[src/rtl/id_ex_pipe_reg.sv]
// id_ex_pipe_reg: Decode->Execute pipeline register with hold, bubble and
// optional bubble counter (ID_EX_BUBBLE_CNT_EN); clk/rst_n, StallE/FlushE, <x>D in, <x>E out.
module id_ex_pipe_reg #(
   parameter int WIDTH   = 32,
   parameter int REGADDR = 5,
   parameter int ALUCTRL = 3
) (
   input  logic               clk,
   input  logic               rst_n,
   input  logic               StallE,
   input  logic               FlushE,
   input  logic               ValidD,
   input  logic [WIDTH-1:0]   RD1D,
   input  logic [WIDTH-1:0]   RD2D,
   input  logic [WIDTH-1:0]   ImmExtD,
   input  logic [WIDTH-1:0]   PCD,
   input  logic [WIDTH-1:0]   PCPlus4D,
   input  logic [REGADDR-1:0] Rs1D,
   input  logic [REGADDR-1:0] Rs2D,
   input  logic [REGADDR-1:0] RdD,
   input  logic               RegWriteD,
   input  logic               MemWriteD,
   input  logic               JumpD,
   input  logic               BranchD,
   input  logic               ALUSrcD,
   input  logic [1:0]         ResultSrcD,
   input  logic [ALUCTRL-1:0] ALUControlD,
   output logic               ValidE,
   output logic [WIDTH-1:0]   RD1E,
   output logic [WIDTH-1:0]   RD2E,
   output logic [WIDTH-1:0]   ImmExtE,
   output logic [WIDTH-1:0]   PCE,
   output logic [WIDTH-1:0]   PCPlus4E,
   output logic [REGADDR-1:0] Rs1E,
   output logic [REGADDR-1:0] Rs2E,
   output logic [REGADDR-1:0] RdE,
   output logic               RegWriteE,
   output logic               MemWriteE,
   output logic               JumpE,
   output logic               BranchE,
   output logic               ALUSrcE,
   output logic [1:0]         ResultSrcE,
   output logic [ALUCTRL-1:0] ALUControlE,
   output logic [31:0]        BubbleCntE
);

   typedef struct packed {
      logic               valid;
      logic [WIDTH-1:0]   rd1;
      logic [WIDTH-1:0]   rd2;
      logic [WIDTH-1:0]   imm;
      logic [WIDTH-1:0]   pc;
      logic [WIDTH-1:0]   pc4;
      logic [REGADDR-1:0] rs1;
      logic [REGADDR-1:0] rs2;
      logic [REGADDR-1:0] rd;
      logic               reg_write;
      logic               mem_write;
      logic               jump;
      logic               branch;
      logic               alu_src;
      logic [1:0]         result_src;
      logic [ALUCTRL-1:0] alu_ctrl;
   } id_ex_t;

   id_ex_t d_bus;
   id_ex_t ex_d;
   id_ex_t ex_q;

   always_comb begin
      d_bus            = '0;
      d_bus.valid      = ValidD;
      d_bus.rd1        = RD1D;
      d_bus.rd2        = RD2D;
      d_bus.imm        = ImmExtD;
      d_bus.pc         = PCD;
      d_bus.pc4        = PCPlus4D;
      d_bus.rs1        = Rs1D;
      d_bus.rs2        = Rs2D;
      d_bus.rd         = RdD;
      d_bus.reg_write  = RegWriteD;
      d_bus.mem_write  = MemWriteD;
      d_bus.jump       = JumpD;
      d_bus.branch     = BranchD;
      d_bus.alu_src    = ALUSrcD;
      d_bus.result_src = ResultSrcD;
      d_bus.alu_ctrl   = ALUControlD;
   end

   // Bubble is all-zero so x0 specifiers never match in the hazard unit.
   always_comb begin
      ex_d = ex_q;
      priority case (1'b1)
         FlushE:  ex_d = '0;
         StallE:  ex_d = ex_q;
         default: ex_d = d_bus;
      endcase
   end

   always_ff @(posedge clk or negedge rst_n) begin
      if (!rst_n) ex_q <= '0;
      else        ex_q <= ex_d;
   end

   assign ValidE      = ex_q.valid;
   assign RD1E        = ex_q.rd1;
   assign RD2E        = ex_q.rd2;
   assign ImmExtE     = ex_q.imm;
   assign PCE         = ex_q.pc;
   assign PCPlus4E    = ex_q.pc4;
   assign Rs1E        = ex_q.rs1;
   assign Rs2E        = ex_q.rs2;
   assign RdE         = ex_q.rd;
   assign RegWriteE   = ex_q.reg_write;
   assign MemWriteE   = ex_q.mem_write;
   assign JumpE       = ex_q.jump;
   assign BranchE     = ex_q.branch;
   assign ALUSrcE     = ex_q.alu_src;
   assign ResultSrcE  = ex_q.result_src;
   assign ALUControlE = ex_q.alu_ctrl;

`ifdef ID_EX_BUBBLE_CNT_EN
   logic [31:0] bubble_cnt_d;
   logic [31:0] bubble_cnt_q;

   // Saturating: stays at all-ones once reached.
   always_comb begin
      bubble_cnt_d = bubble_cnt_q;
      if (FlushE && (bubble_cnt_q != 32'hFFFF_FFFF))
         bubble_cnt_d = bubble_cnt_q + 32'd1;
   end

   always_ff @(posedge clk or negedge rst_n) begin
      if (!rst_n) bubble_cnt_q <= '0;
      else        bubble_cnt_q <= bubble_cnt_d;
   end

   assign BubbleCntE = bubble_cnt_q;
`else
   assign BubbleCntE = 32'h0;
`endif

endmodule
[config.mk]
export PLATFORM = sky130hd
export DESIGN_NAME = id_ex_pipe_reg
export DESIGN_NICKNAME = d
export VERILOG_FILES = /design/src/rtl/id_ex_pipe_reg.sv
export SDC_FILE = /design/constraint.sdc
export NUM_CORES = 1
export LEC_CHECK = 0
export ABC_AREA = 1
export CORE_AREA = 2 2 161 163
export DETAILED_ROUTE_END_ITERATION = 8
export DIE_AREA = 0 0 163 165
export MAX_ROUTING_LAYER = met4
export PLACE_DENSITY = 0.69
export SLEW_MARGIN = 0
export SYNTH_ARGS = -nofsm -noshare
export SYNTH_HDL_FRONTEND = slang
export SYNTH_SLANG_ARGS = --single-unit
[constraint.sdc]
create_clock -name clk -period 0.8 [get_ports clk]
set_clock_uncertainty 0.05 [all_clocks]
set_input_delay 0.16 -clock clk [delete_from_list [all_inputs] [get_ports clk]]
set_output_delay 0.16 -clock clk [all_outputs]
set_load 0.02 [all_outputs]
## Word-level counts from Yosys, hierarchy flattened

Index checks and enable logic that the tools add are counted.

- Muxes and demuxes: 2
- $mul: 0
- Equality and inequality tests: 1
- Add/subtract/negate cells: 0
- Shift operators: 0
- Order comparisons: 0
- Reduce and logical (&&, ||, !) cells: 0
- Div/mod/pow operators: 0
- Bitwise logic cells: 0

Operator list:

| cell | count |
|---|---|
| 186-bit two-way mux | 2 |
| 2-bit by 1-bit inequality test with 1-bit output (second input constant) | 1 |

- Output and inout port bits: 218
- Input port bits: 190
- Bits in latches: 0
- Logic and storage cells: 19
- Bits in registers: 186
- Memories kept: 0
- Memory bits (writable): 0
- ROM bits: 0

## Longest topological paths before layout

- Depth after elaboration: 2
- Gate-level depth with buffers: 6
- Gate-level depth less buffers: 3

## Worst setup path after synthesis

Ideal clock, no wire load.

- Path kind: input to register
- From: input StallE
- To: register ex_q, in the netlist ImmExtE[0]
- Data arrival time: 0.805 ns
- Setup slack: -0.121 ns
- Setup time: 0.065 ns
- Data required time: 0.685 ns
- Cell stages on the path: 6
- Buffers on the path: 3
- Cell sequence: buf_4 nor2_4 buf_4 buf_4 nand2_1 nand2_1

- Word-level cells in the longest chain between the ends: 1

Ends and longest elaborated chain:

| element | RTL line | RTL |
|---|---|---|
| start, declared | 10 | `input logic StallE,` |
| 2-bit by 1-bit inequality test with 1-bit output (no line) | - |  |
| end signal, assigned | 101 | `if (!rst_n) ex_q <= '0;` |
| end signal, assigned | 102 | `else ex_q <= ex_d;` |
| end, declared | 68 | `id_ex_t ex_q;` |

Every way passes these cells.
A chain may end at the register's enable or synchronous reset.

## Worst setup path in the final report

- From: register ex_q, in the netlist PCE[5]
- To: output PCE[5]

RTL lines:

| element | RTL line | RTL |
|---|---|---|
| end, declared | 32 | `output logic [WIDTH-1:0] PCE,` |

No word-level cell between the ends.

==> metrics.txt <==
WL final=27.3 mm; cell area after synthesis=0.00760 mm2; Leak=approximately 0.0073 uW; Crit. End Element=output port; failing checks=negative setup slack; largest cells by area after synthesis=dfrtp_1 (61%), nand2_1 (18%), nand3_1 (12%); max-slew violation count=0; DRC viols=0; wire per inst=16.4 um; unrepaired setup endpoints after global routing=true; FMAX=0.821 GHz; cell family with most CP delay=flip-flops; n_diodes=0; drt via density=about 4.6; PnR worst setup slack=-0.419 ns; Tmin final=1.22 ns; initial drt markers=approximately 570; Crit-path slowest cell=dfrtp_1; Mapped Cells=840; Die ar.=between 0.02 and 0.03 mm2; fin util=between 50 and 60%; ratio of cells with drive above 1 in the final layout=35.3%; CTS Buf Count=17; number of routed nets with antenna violations=0; Fin Setup TNS=-70.67 ns; Max-Cap Viols=0; fill count=2183; Final Hold Fails=0; largest fanout on the critical path=2; core region area=0.0250 mm2; Tcrit/Tclk final=152%; Die W=163 um; clock buffer depth=2; total chip power=approximately 24000 uW; area grow syn2layout=88.9%; Startpoint Class=register; Min-Delay Path Class=input port to register; peak supply drop=1.07 mV; vias in the first global route=approximately 7600; Clock Pin Slew Worst Setup and Hold Paths=0.08 ns; synth warn=0; fin area=roughly 0.014 mm2; Layout Cells excl Fill=1669; I/O pin count=408; syn_area_per_cell=9.05 um2; status=complete, but fails checks; Crit path buffers/inverters=1; post-synthesis sequential area ratio=around three fifths; Final setup viols=205; DR vias=7603; critical path class=register to output port; Crit path largest cell delay=0.43 ns; cells along the critical path=buf_6; Initial Utilization=30.4%; synth unique cells=10; total number of H-tree levels=4; row count=just under 60; GP Congestion=between 0.8 and 0.9; Req. time, crit path=~0.59 ns; largest net degree at the start of global routing=between 50 and 60; Worst-Skew Late Latency=0.42 ns; initial antenna violation count=0; cell taking the most area after synthesis=dfrtp_1; Synth top area share=roughly 60%; Chip Height=165 um; CTS tree=done; Placed Area=0.0122 mm2; clk sinks=186; Global Route Usage Sum=19.0%; port bufs=375; critical path arrival=1.01 ns; DRT Pass-1 Iters=4; Layout Nets=approximately 1500; Remaining Overflow, GRT=0; Clock Tree Root=clkbuf_16; Inst Count DP=between 1500 and 2000; first-pass GRT wire length=38.9 mm; DP HPWL=around 18 mm; pwr/cell area=~1700 mW/mm2; post-synthesis register bit count=186
worst paths after layout:
| kind | startpoint | end | slack, ns | cells past startpoint |
|---|---|---|---|---|
| hold / removal | StallE | ValidE$_DFFE_PN0P_ | 0.13 | 4 |
| hold reg to reg | RD1E[28]$_DFFE_PN0P_ | RD1E[28]$_DFFE_PN0P_ | 0.48 | 2 |
| setup reg to reg | PCE[5]$_DFFE_PN0P_ | PCE[5]$_DFFE_PN0P_ | -0.16 | 4 |
| min in group asynchronous | rst_n | RdE[3]$_DFFE_PN0P_ | 0.23 | 3 |
| setup / recovery | PCE[5]$_DFFE_PN0P_ | PCE[5] | -0.42 | 1 |
| max in group asynchronous | rst_n | PCE[27]$_DFFE_PN0P_ | 0.10 | 4 |
cell families after synthesis:
group	count (synthesis)	share of synthesized area (%)
simple gates	559	30.8
flops	186	61.2
buf+inv	94	8.00
other cells	1	0.0493
power breakdown:
group	internal, uW	switching [uW]	leakage, uW
combinational	2860	2460	0.00453
sequential	9920	455	0.00247
clock	4300	4070	0.000283
layout make-up:
class	count	area [um2]	share of cell area, %
tap	330	413	2.87
inverter	1	8.76	0.0610
multi-input combinational	591	2930	20.4
sequential	186	4650	32.4
clock inverter	13	119	0.827
clock buffer	19	453	3.15
timing repair buffer	529	5780	40.3
cells in the mapped netlist:
cell	number
buf_4	50
conb_1	1
clkbuf_1	9
nand3_1	186
buf_6	4
nand2_1	372
inv_2	1
dfrtp_1	186
nor2_4	1
buf_2	30
state kept, by name, summed over array words and instances (netlist names):
| register | flops |
|---|---|
| ValidE | 1 |
| ResultSrcE | 2 |
| BranchE | 1 |
| ALUSrcE | 1 |
| Rs2E | 5 |
| RD2E | 32 |
| ALUControlE | 3 |
| MemWriteE | 1 |
| ImmExtE | 32 |
| RdE | 5 |
| Rs1E | 5 |
| PCPlus4E | 32 |
| RegWriteE | 1 |
| PCE | 32 |
| JumpE | 1 |
| RD1E | 32 |
placed cells by master (no fill, tap or decap):
cell type / synthesis / layout
conb_1: 1 / 32
nand3_1: 186 / 93
dfrtp_1: 186 / 186
dlygate4sd3_1: 0 / 1
clkdlybuf4s50_1: 0 / 186
clkinv_2: 0 / 1
clkinv_4: 0 / 1
nor2_4: 1 / 1
buf_12: 0 / 21
buf_6: 4 / 279
nand2_1: 372 / 368
clkinvlp_4: 0 / 1
buf_16: 0 / 1
inv_8: 0 / 4
buf_4: 50 / 39
clkbuf_16: 0 / 18
clkbuf_2: 0 / 1
inv_6: 0 / 7
clkbuf_8: 0 / 2
nand2_2: 0 / 4
nand3_2: 0 / 93
metrics by stage:
step / hold slack, ns / setup WS [ns]
6_report: 0.126 / -0.419
5_1_grt: 0.115 / -0.461
4_1_cts: 0.0970 / -0.429
3_5_place_dp: 0.0932 / -0.687
3_3_place_gp: 0.0906 / -0.676
2_1_floorplan: -0.186 / -0.0860
layer usage:
metal  vias to the layer above  GRT usage [%]  wire (um)
li1                       3584              -          -
met1                      3670           22.0      10600
met2                       296           32.3      14300
met3                        53           3.84       1520
met4                         0           8.00        904
met5                         -              -          0
timing repair:
action / in CTS / in global routing
buffers inserted: 44 / 60
endpoints found under the hold margin: 186 / 0
setup endpoints to repair: 372 / 331
hold buffers: 1 / 0
resized for setup: 1179 / 137
pin swaps: 43 / 63
gates cloned: 0 / 2
Note: power is estimated with default switching activity, not from simulation.
